===== config.mk =====
export PLATFORM = sky130hd
export DESIGN_NAME = bit_serializer
export DESIGN_NICKNAME = d
export VERILOG_FILES = /design/src/rtl/bit_serializer_pkg.sv /design/src/rtl/bit_serializer_tick_gen.sv /design/src/rtl/bit_serializer.sv
export SDC_FILE = /design/constraint.sdc
export NUM_CORES = 1
export LEC_CHECK = 0
export ABC_AREA = 1
export CORE_MARGIN = 1.5
export CORE_UTILIZATION = 51
export CTS_CLUSTER_DIAMETER = 150
export DETAILED_ROUTE_END_ITERATION = 12
export GPL_TIMING_DRIVEN = 1
export PLACE_DENSITY_LB_ADDON = 0.2
export REMOVE_ABC_BUFFERS = 1
export SYNTH_ARGS = -nofsm -noshare
export SYNTH_HDL_FRONTEND = slang
export SYNTH_HIERARCHICAL = 1
export SYNTH_SLANG_ARGS = --single-unit

===== constraint.sdc =====
create_clock -name clk -period 1.77 [get_ports clk]
set_clock_uncertainty 0.05 [all_clocks]
set_input_delay 0.354 -clock clk [delete_from_list [all_inputs] [get_ports clk]]
set_output_delay 0.354 -clock clk [all_outputs]
set_load 0.02 [all_outputs]

===== src/rtl/bit_serializer_pkg.sv =====
// Shared state encoding, default parameters and sizing helpers for bit_serializer.
// SERIALIZER_PARITY_EN appends an even-parity bit to every frame.
package ser_pkg;

    typedef enum logic [1:0] {
        ST_IDLE  = 2'd0,
        ST_SHIFT = 2'd1,
        ST_GAP   = 2'd2
    } ser_state_e;

    localparam int DEF_DATA_W    = 8;
    localparam int DEF_DIV       = 1;
    localparam int DEF_GAP       = 0;
    localparam int DEF_MSB_FIRST = 1;

`ifdef SERIALIZER_PARITY_EN
    localparam int PAR_BITS = 1;
`else
    localparam int PAR_BITS = 0;
`endif

    function automatic int frame_len(input int data_w);
        return data_w + PAR_BITS;
    endfunction

    // Width able to hold 0..max_val; never narrower than one bit.
    function automatic int cnt_w(input int max_val);
        return (max_val < 1) ? 1 : $clog2(max_val + 1);
    endfunction

endpackage


===== src/rtl/bit_serializer_tick_gen.sv =====
// Bit-period tick counter: first_tick_o/last_tick_o bracket each DIV-cycle bit.
// Zero latency from counter state; restarts at 0 on load or reset.
module bit_tick_gen
    import ser_pkg::*;
#(
    parameter int DIV = DEF_DIV
) (
    input  logic clk,
    input  logic reset,
    input  logic load_i,
    input  logic en_i,
    output logic first_tick_o,
    output logic last_tick_o
);

    localparam int TW = cnt_w(DIV);
    localparam logic [TW-1:0] TICK_LAST = TW'(DIV - 1);

    logic [TW-1:0] tick_q, tick_d;

    assign first_tick_o = (tick_q == '0);
    assign last_tick_o  = (tick_q == TICK_LAST);

    always_comb begin
        tick_d = tick_q;
        if (load_i) begin
            tick_d = '0;
        end else if (en_i) begin
            tick_d = last_tick_o ? '0 : tick_q + TW'(1);
        end
    end

    always_ff @(posedge clk) begin
        if (reset) begin
            tick_q <= '0;
        end else begin
            tick_q <= tick_d;
        end
    end

endmodule


===== src/rtl/bit_serializer.sv =====
// Parallel-to-serial shifter feeding the sequence detector; bit 0 appears the cycle after the handshake.
// data_ready is high in IDLE, and on the final cycle of a frame when GAP==0; build option SERIALIZER_PARITY_EN.
module bit_serializer
    import ser_pkg::*;
#(
    parameter int DATA_W    = DEF_DATA_W,
    parameter int DIV       = DEF_DIV,
    parameter int GAP       = DEF_GAP,
    parameter int MSB_FIRST = DEF_MSB_FIRST
) (
    input  logic              clk,
    input  logic              reset,
    input  logic [DATA_W-1:0] data_in,
    input  logic              data_valid,
    output logic              data_ready,
    output logic              ser_out,
    output logic              bit_stb,
    output logic              frame_start,
    output logic              busy
);

    localparam int FL   = frame_len(DATA_W);
    localparam int BC_W = cnt_w(FL);
    localparam int GC_W = cnt_w(GAP * DIV);
    localparam logic [BC_W-1:0] BIT_LAST = BC_W'(FL - 1);
    localparam logic [GC_W-1:0] GAP_LAST = GC_W'((GAP * DIV > 0) ? GAP * DIV - 1 : 0);

    ser_state_e      state_q, state_d;
    logic [FL-1:0]   sh_q, sh_d;
    logic [BC_W-1:0] bit_cnt_q, bit_cnt_d;
    logic [GC_W-1:0] gap_cnt_q, gap_cnt_d;
    logic            rdy_en_q;
    logic            first_tick, last_tick;
    logic            xfer, bit_done, frame_end;
    logic [FL-1:0]   load_word;

`ifdef SERIALIZER_PARITY_EN
    logic parity;
    assign parity    = ^data_in;
    assign load_word = (MSB_FIRST != 0) ? {data_in, parity} : {parity, data_in};
`else
    assign load_word = data_in;
`endif

    bit_tick_gen #(.DIV(DIV)) u_tick (
        .clk          (clk),
        .reset        (reset),
        .load_i       (xfer),
        .en_i         (state_q == ST_SHIFT),
        .first_tick_o (first_tick),
        .last_tick_o  (last_tick)
    );

    assign xfer      = data_valid && data_ready;
    assign bit_done  = (state_q == ST_SHIFT) && last_tick;
    assign frame_end = bit_done && (bit_cnt_q == BIT_LAST);

    // Bits shift out with zero fill, so the register is all-zero once a frame drains.
    assign ser_out = (MSB_FIRST != 0) ? sh_q[FL-1] : sh_q[0];

    always_ff @(posedge clk) begin
        if (reset) begin
            state_q <= ST_IDLE;
        end else begin
            state_q <= state_d;
        end
    end

    always_comb begin
        state_d = state_q;
        case (state_q)
            ST_IDLE: begin
                if (xfer) state_d = ST_SHIFT;
            end
            ST_SHIFT: begin
                if (frame_end) begin
                    if (GAP > 0)   state_d = ST_GAP;
                    else if (xfer) state_d = ST_SHIFT;
                    else           state_d = ST_IDLE;
                end
            end
            ST_GAP: begin
                if (gap_cnt_q == GAP_LAST) state_d = ST_IDLE;
            end
            default: state_d = ST_IDLE;
        endcase
    end

    always_comb begin
        busy        = (state_q != ST_IDLE);
        bit_stb     = (state_q == ST_SHIFT) && first_tick;
        frame_start = bit_stb && (bit_cnt_q == '0);
        data_ready  = rdy_en_q &&
                      ((state_q == ST_IDLE) || ((GAP == 0) && frame_end));
    end

    always_comb begin
        sh_d      = sh_q;
        bit_cnt_d = bit_cnt_q;
        gap_cnt_d = '0;
        if (xfer) begin
            sh_d      = load_word;
            bit_cnt_d = '0;
        end else if (bit_done) begin
            sh_d      = (MSB_FIRST != 0) ? (sh_q << 1) : (sh_q >> 1);
            bit_cnt_d = frame_end ? '0 : bit_cnt_q + BC_W'(1);
        end
        if ((state_q == ST_GAP) && (gap_cnt_q != GAP_LAST)) begin
            gap_cnt_d = gap_cnt_q + GC_W'(1);
        end
    end

    // rdy_en_q holds data_ready low for the first cycle after reset releases.
    always_ff @(posedge clk) begin
        if (reset) begin
            sh_q      <= '0;
            bit_cnt_q <= '0;
            gap_cnt_q <= '0;
            rdy_en_q  <= 1'b0;
        end else begin
            sh_q      <= sh_d;
            bit_cnt_q <= bit_cnt_d;
            gap_cnt_q <= gap_cnt_d;
            rdy_en_q  <= 1'b1;
        end
    end

endmodule


==> results of run 1 <==
routing by layer:
metal  track usage, %  vias up  routed length, µm
met3             7.20        4                 74
li1                 -      413                  -
met2             38.0       14                927
met5                0        -                  0
met1             23.6      371                772
met4             11.2        0                 21
timing repair:
item,CTS,global route
setup endpoints to repair,4,5
pin swaps,0,1
hold buffers,0,0
gates resized for setup,10,7
worst register-to-register path: stages, from the launching register on:
cell                       delay [ps]
sky130_fd_sc_hd__dfxtp_2          340
sky130_fd_sc_hd__ha_4             150
sky130_fd_sc_hd__nand2_1           60
sky130_fd_sc_hd__inv_1             50
sky130_fd_sc_hd__nand2_2           80
sky130_fd_sc_hd__nand2_4           50
sky130_fd_sc_hd__buf_4            170
sky130_fd_sc_hd__nand3_4          240
sky130_fd_sc_hd__clkinv_2         110
sky130_fd_sc_hd__o21ai_0          160
sky130_fd_sc_hd__inv_1             50
synth_stat cells, drive strengths merged:
cell type	instances
a21oi	10
buf	7
clkinv	1
conb	1
dfxtp	14
ha	2
inv	20
nand2	33
nand3	11
nand4	8
nor2	5
nor3	2
nor3b	1
o21ai	2
cell type report:
type / instances / area, µm² / share of cell area, %
sequential: 14 / 284 / 24.8
tap: 25 / 31.3 / 2.73
inverter: 21 / 80.1 / 6.98
multi-input combinational: 76 / 504 / 43.9
clock buffer: 4 / 36.3 / 3.16
timing repair buffer: 24 / 211 / 18.4
cells in the final DEF (no fill, tap or decap), types with 2 or more instances in the layout:
master / count
sky130_fd_sc_hd__inv_2: 3
sky130_fd_sc_hd__conb_1: 2
sky130_fd_sc_hd__inv_1: 17
sky130_fd_sc_hd__dfxtp_1: 11
sky130_fd_sc_hd__nand2_1: 28
sky130_fd_sc_hd__clkdlybuf4s50_1: 12
sky130_fd_sc_hd__o21ai_0: 2
sky130_fd_sc_hd__buf_4: 11
sky130_fd_sc_hd__a21oi_2: 9
sky130_fd_sc_hd__nand2_4: 2
sky130_fd_sc_hd__nand4_1: 8
sky130_fd_sc_hd__nand3_2: 8
sky130_fd_sc_hd__clkbuf_4: 3
sky130_fd_sc_hd__nand3_4: 2
sky130_fd_sc_hd__nand2_2: 3
sky130_fd_sc_hd__nor2_1: 4
sky130_fd_sc_hd__dfxtp_2: 3
logic make-up (layout without fill, tap and decap cells):
| kind of cell | count (synthesis) | in the layout | share of synthesized area (%) |
|---|---|---|---|
| simple gates | 60 | 60 | 40.1 |
| buf+inv | 28 | 49 | 15.8 |
| flops | 14 | 14 | 30.7 |
| compound gates | 12 | 12 | 10.3 |
| fa+ha+maj | 2 | 2 | 2.74 |
| other cells | 1 | 2 | 0.411 |
through the flow:
stage               cells  cell area, µm²  utilization (%)  setup TNS, ps  hold slack (ps)
global placement      160            1100             64.5          -56.0              420
global route          164            1150             67.2          -11.9              452
floorplan             111             852                -              0              366
CTS                   164            1130             66.0              0              438
detailed placement    160            1100             64.5           -139              424
finish                164            1150             67.2              0              434
registers in the layout (all words and copies together) (netlist names):
signal	count
bit_cnt_q	4
rdy_en_q	1
sh_q	8
state_q	1
power by group:
| part | switching (W) | internal, W |
|---|---|---|
| clock network | 0.000108 | 0.000125 |
| registers | 0.0000129 | 0.000332 |
| logic | 0.0000836 | 0.0000713 |
worst paths after layout:
kind / startpoint / end / slack (ps) / cells past startpoint
max: bit_cnt_q[0]$_SDFFE_PP0P_ / frame_start / 70 / 6
min: sh_q[4]$_SDFFE_PP0P_ / sh_q[4]$_SDFFE_PP0P_ / 430 / 2
max reg2reg: bit_cnt_q[0]$_SDFFE_PP0P_ / state_q[0]$_SDFFE_PP0P_ / 170 / 10
min reg2reg: sh_q[4]$_SDFFE_PP0P_ / sh_q[4]$_SDFFE_PP0P_ / 430 / 2
==> flow_summary.yaml, run 1 <==
global_routing:
  grt_util_all_layers_pct: 22.0
  first_global_vias: 787
  grt_antenna_before_repair: 0
  grt_max_degree: 19
  gr-total-overflow: 0
  wire_length_of_the_first_global_routing_pass_um: 3170
cts:
  cts.clk_slew.worst_paths_ps: 80
  cts-root-buf: "sky130_fd_sc_hd__clkbuf_4"
  cts_max_level: 1
  clkSinkCount: 14
  clock_tree_from_tritoncts: "done"
  cts_max_path_buffers: 2
  clk_lat_worst_skew_ps: 290
  cts_inserted_buffers: 3
  post-cts-setup-buffer-count: 0
route:
  via_count: 802
  detailedRoute.firstIterationViolations: 10
  detail_route.drc_violations: 0
  route.detailed.wl_per_inst_um: 11.0
  detailed_routing_iterations_pass_1: 4
  final_antenna_net_count: 0
  finalWirelength_um: 1800
  vias_per_cell: 4.89
power_and_ir_drop:
  finalPower_w: 0.000733
  power.density_cell_area_nw_per_um2: 639
  cellLeakagePower_nw: 0.520
  ir_drop_mv: 0.392
timing:
  final_period_minus_worst_setup_slack_ps: 1700
  setup_slack_ps: 66.3
  final.period_utilization_pct: 96.3
  final_max_slew_viol_count: 0
  report.final.hold_viol_count: 0
  setup_violations: 0
  maxClockFrequency_mhz: 587
  rsz0062_at_grt: "true"
synth:
  synth_top_area_share_pct: 30.7
  postSynthAreaPerCell_um2: 7.80
  number_of_instances_in_the_synthesized_netlist: 117
  synth_seq_area_share_pct: 30.7
  postSynthRegisterBits: 14
  ys_top_cells_by_area: "sky130_fd_sc_hd__dfxtp_1 31%, sky130_fd_sc_hd__nand2_1 12%, sky130_fd_sc_hd__nand3_2 8.8%"
  synth_top_area_cell: "sky130_fd_sc_hd__dfxtp_1"
  synthDistinctLibCells: 25
  post_synth_instance_area_um2: 912
  synth-warning-count: 6
worst_setup_path:
  worst-setup-path-type: "register to primary output"
  end_kind: "primary output"
  cp_cell_sequence: "buf_4, inv_2, ha_1, nand3_1, nor2_1, buf_4"
  critPathArrivalTime_ps: 1300
  cpLargestDelayFamily: "flip-flops"
  critical_path.max_stage_delay_ps: 340
  slowest_stage: "sky130_fd_sc_hd__dfxtp_2"
  worstPathBufferInverterCount: 3
  cp.required_ps: 1370
  cp_common_cell: "sky130_fd_sc_hd__buf_4"
  path_max_fanout: 2
  crit_path_start_kind: "register"
cells_and_area:
  filler_cell_count: 138
  n_antenna_cell: 0
  drive_gt1_share_pct: 36.0
  nets: 153
  syn_to_final_growth_pct: 25.8
min_path:
  timing.hold.worst.class: "register to register"
floorplan:
  area_of_the_core_um2: 1710
  die_height_um: 45.3
  floorplan.die.width_um: 45.3
  floorplan.rows: 15
  i_o_pin_count: 16
  floorplan.die_area_um2: 2050
  initial_utilization_pct: 53.4
status:
  status: "completed"
place:
  final_gp_congestion: 0.730
  detailed_place_hpwl_um: 1370
  pre_cts_ws_ps: -70.5
  io_buffers: 15
run:
  drv_cap: 0
No activity file was read; power rests on OpenSTA's default activity.
==> run 2, diff against run 1 <==
--- a/config.mk
+++ b/config.mk
@@ -13,6 +13,7 @@
 export GPL_TIMING_DRIVEN = 1
 export PLACE_DENSITY_LB_ADDON = 0.2
 export REMOVE_ABC_BUFFERS = 1
+export SLEW_MARGIN = 10
 export SYNTH_ARGS = -nofsm -noshare
 export SYNTH_HDL_FRONTEND = slang
 export SYNTH_HIERARCHICAL = 1
==> results of run 2 <==
Final layout, timing and power as in run 1 (identical DEF).
==> run 3, diff against run 2 <==
--- a/config.mk
+++ b/config.mk
@@ -13,6 +13,7 @@
 export GPL_TIMING_DRIVEN = 1
 export PLACE_DENSITY_LB_ADDON = 0.2
 export REMOVE_ABC_BUFFERS = 1
+export SKIP_LAST_GASP = 1
 export SLEW_MARGIN = 10
 export SYNTH_ARGS = -nofsm -noshare
 export SYNTH_HDL_FRONTEND = slang
==> flow_summary.yaml, run 3 (synthesis results as in run 1) <==
status:
  status: "completed"
route:
  detail_route.drc_violations: 0
  detailed_routing_iterations_pass_1: 4
  finalWirelength_um: 1790
  detailedRoute.firstIterationViolations: 11
  vias_per_cell: 4.91
  highest-signal-layer: "met4"
  route.detailed.wl_per_inst_um: 10.9
  final_antenna_net_count: 0
  met1Wirelength_um: 766
  via_count: 806
  met3_length_um: 74
  route.met2.wl_um: 926
global_routing:
  gr-total-overflow: 0
  grt_antenna_before_repair: 0
  grt_util_all_layers_pct: 22.0
  grt_max_degree: 19
  wire_length_of_the_first_global_routing_pass_um: 3170
  first_global_vias: 787
place:
  postPlaceCellArea_um2: 1100
  final_gp_congestion: 0.730
  io_buffers: 15
  pre_cts_ws_ps: -70.5
  detailed_place_hpwl_um: 1370
cts:
  cts_max_path_buffers: 2
  clkSinkCount: 14
  cts_max_level: 1
  clk_lat_worst_skew_ps: 290
  cts.clk_slew.worst_paths_ps: 80
  post-cts-setup-buffer-count: 0
  cts_inserted_buffers: 3
  clock_tree_from_tritoncts: "done"
  cts-root-buf: "sky130_fd_sc_hd__clkbuf_4"
floorplan:
  floorplan.die.width_um: 45.3
  floorplan.rows: 15
  die_height_um: 45.3
  area_of_the_core_um2: 1710
  floorplan.die_area_um2: 2050
  initial_utilization_pct: 53.4
  i_o_pin_count: 16
run:
  drv_cap: 0
worst_setup_path:
  path_max_fanout: 4
  end_kind: "primary output"
  r2r_cells: 10
  crit_path_start_kind: "register"
  cp_cell_sequence: "clkdlybuf4s50_1"
  cp.required_ps: 1370
  worstPathBufferInverterCount: 1
  cpLargestDelayFamily: "buffers and inverters"
  critical_path.max_stage_delay_ps: 610
  slowest_stage: "sky130_fd_sc_hd__clkdlybuf4s50_1"
  worstSetupPathDepth: 1
  worst-setup-path-type: "register to primary output"
  critPathArrivalTime_ps: 1290
cells_and_area:
  layout.cells.most_common: "sky130_fd_sc_hd__nand2_1"
  nets: 153
  n_antenna_cell: 0
  drive_gt1_share_pct: 36.0
  syn_to_final_growth_pct: 24.7
  largest_register_ffs: 8
  largest-register: "sh_q"
  layout_common_cells: "28 x sky130_fd_sc_hd__nand2_1, 17 x sky130_fd_sc_hd__inv_1, 12 x sky130_fd_sc_hd__clkdlybuf4s50_1"
  postLayoutCellArea_um2: 1140
  final_util_pct: 66.6
  layout_top_registers: "sh_q: 8 flops, bit_cnt_q: 4 flops"
power_and_ir_drop:
  ir_drop_mv: 0.392
  power.density_cell_area_nw_per_um2: 644
  cellLeakagePower_nw: 0.520
timing:
  maxClockFrequency_mhz: 591
  final.period_utilization_pct: 95.6
  report.final.hold_viol_count: 0
  setup_slack_ps: 77.5
  rsz0062_at_grt: "true"
  final_period_minus_worst_setup_slack_ps: 1690
  setup_violations: 0
  final_max_slew_viol_count: 0
  totalNegativeSetupSlack_ps: 0
min_path:
  timing.hold.worst.class: "register to register"
  worst_hold_path.num_cells: 2
-- run 3: worst paths after layout --
| path | to | startpoint | slack [ps] |
|---|---|---|---|
| worst max-delay path | busy | state_q[0]$_SDFFE_PP0P_ | 80 |
| worst min-delay path | sh_q[4]$_SDFFE_PP0P_ | sh_q[4]$_SDFFE_PP0P_ | 430 |
| worst min register to register | sh_q[4]$_SDFFE_PP0P_ | sh_q[4]$_SDFFE_PP0P_ | 430 |
| worst max register to register | sh_q[3]$_SDFFE_PP0P_ | bit_cnt_q[0]$_SDFFE_PP0P_ | 170 |
-- run 3: timing repair --
item                       4_1_cts  5_1_grt
hold endpoints to repair         0        0
resized for setup                9        7
hold buffers                     0        0
gates cloned                     0        0
setup endpoints to repair        4        5
pin swaps                        0        1
-- run 3: final cells by class --
cell class,instances,area (µm²)
well taps,25,31.3
clock buffers,4,36.3
flip-flops and latches,14,284
multi-input cells,76,494
repair buffers,24,211
fillers,144,571
inverters,21,80.1
-- run 3: power by group --
part	total (W)	internal, W	switching (W)
logic	0.000155	0.0000713	0.0000838
registers	0.000344	0.000332	0.0000124
clock network	0.000233	0.000125	0.000108
total	0.000733	0.000529	0.000204
-- run 3: stage by stage --
| step | total power (W) | cells | hold slack (ps) |
|---|---|---|---|
| floorplan | 0.000435 | 111 | 366 |
| global placement | 0.000504 | 160 | 420 |
| detailed placement | 0.000509 | 160 | 424 |
| CTS | 0.000746 | 164 | 438 |
| global route | 0.000780 | 164 | 452 |
| finish | 0.000733 | 164 | 434 |
-- run 3: metal layers --
metal | track usage, % | vias to the layer above
li1 | - | 412
met1 | 23.6 | 376
met2 | 38.0 | 14
met3 | 7.20 | 4
met4 | 11.2 | 0
met5 | 0 | -
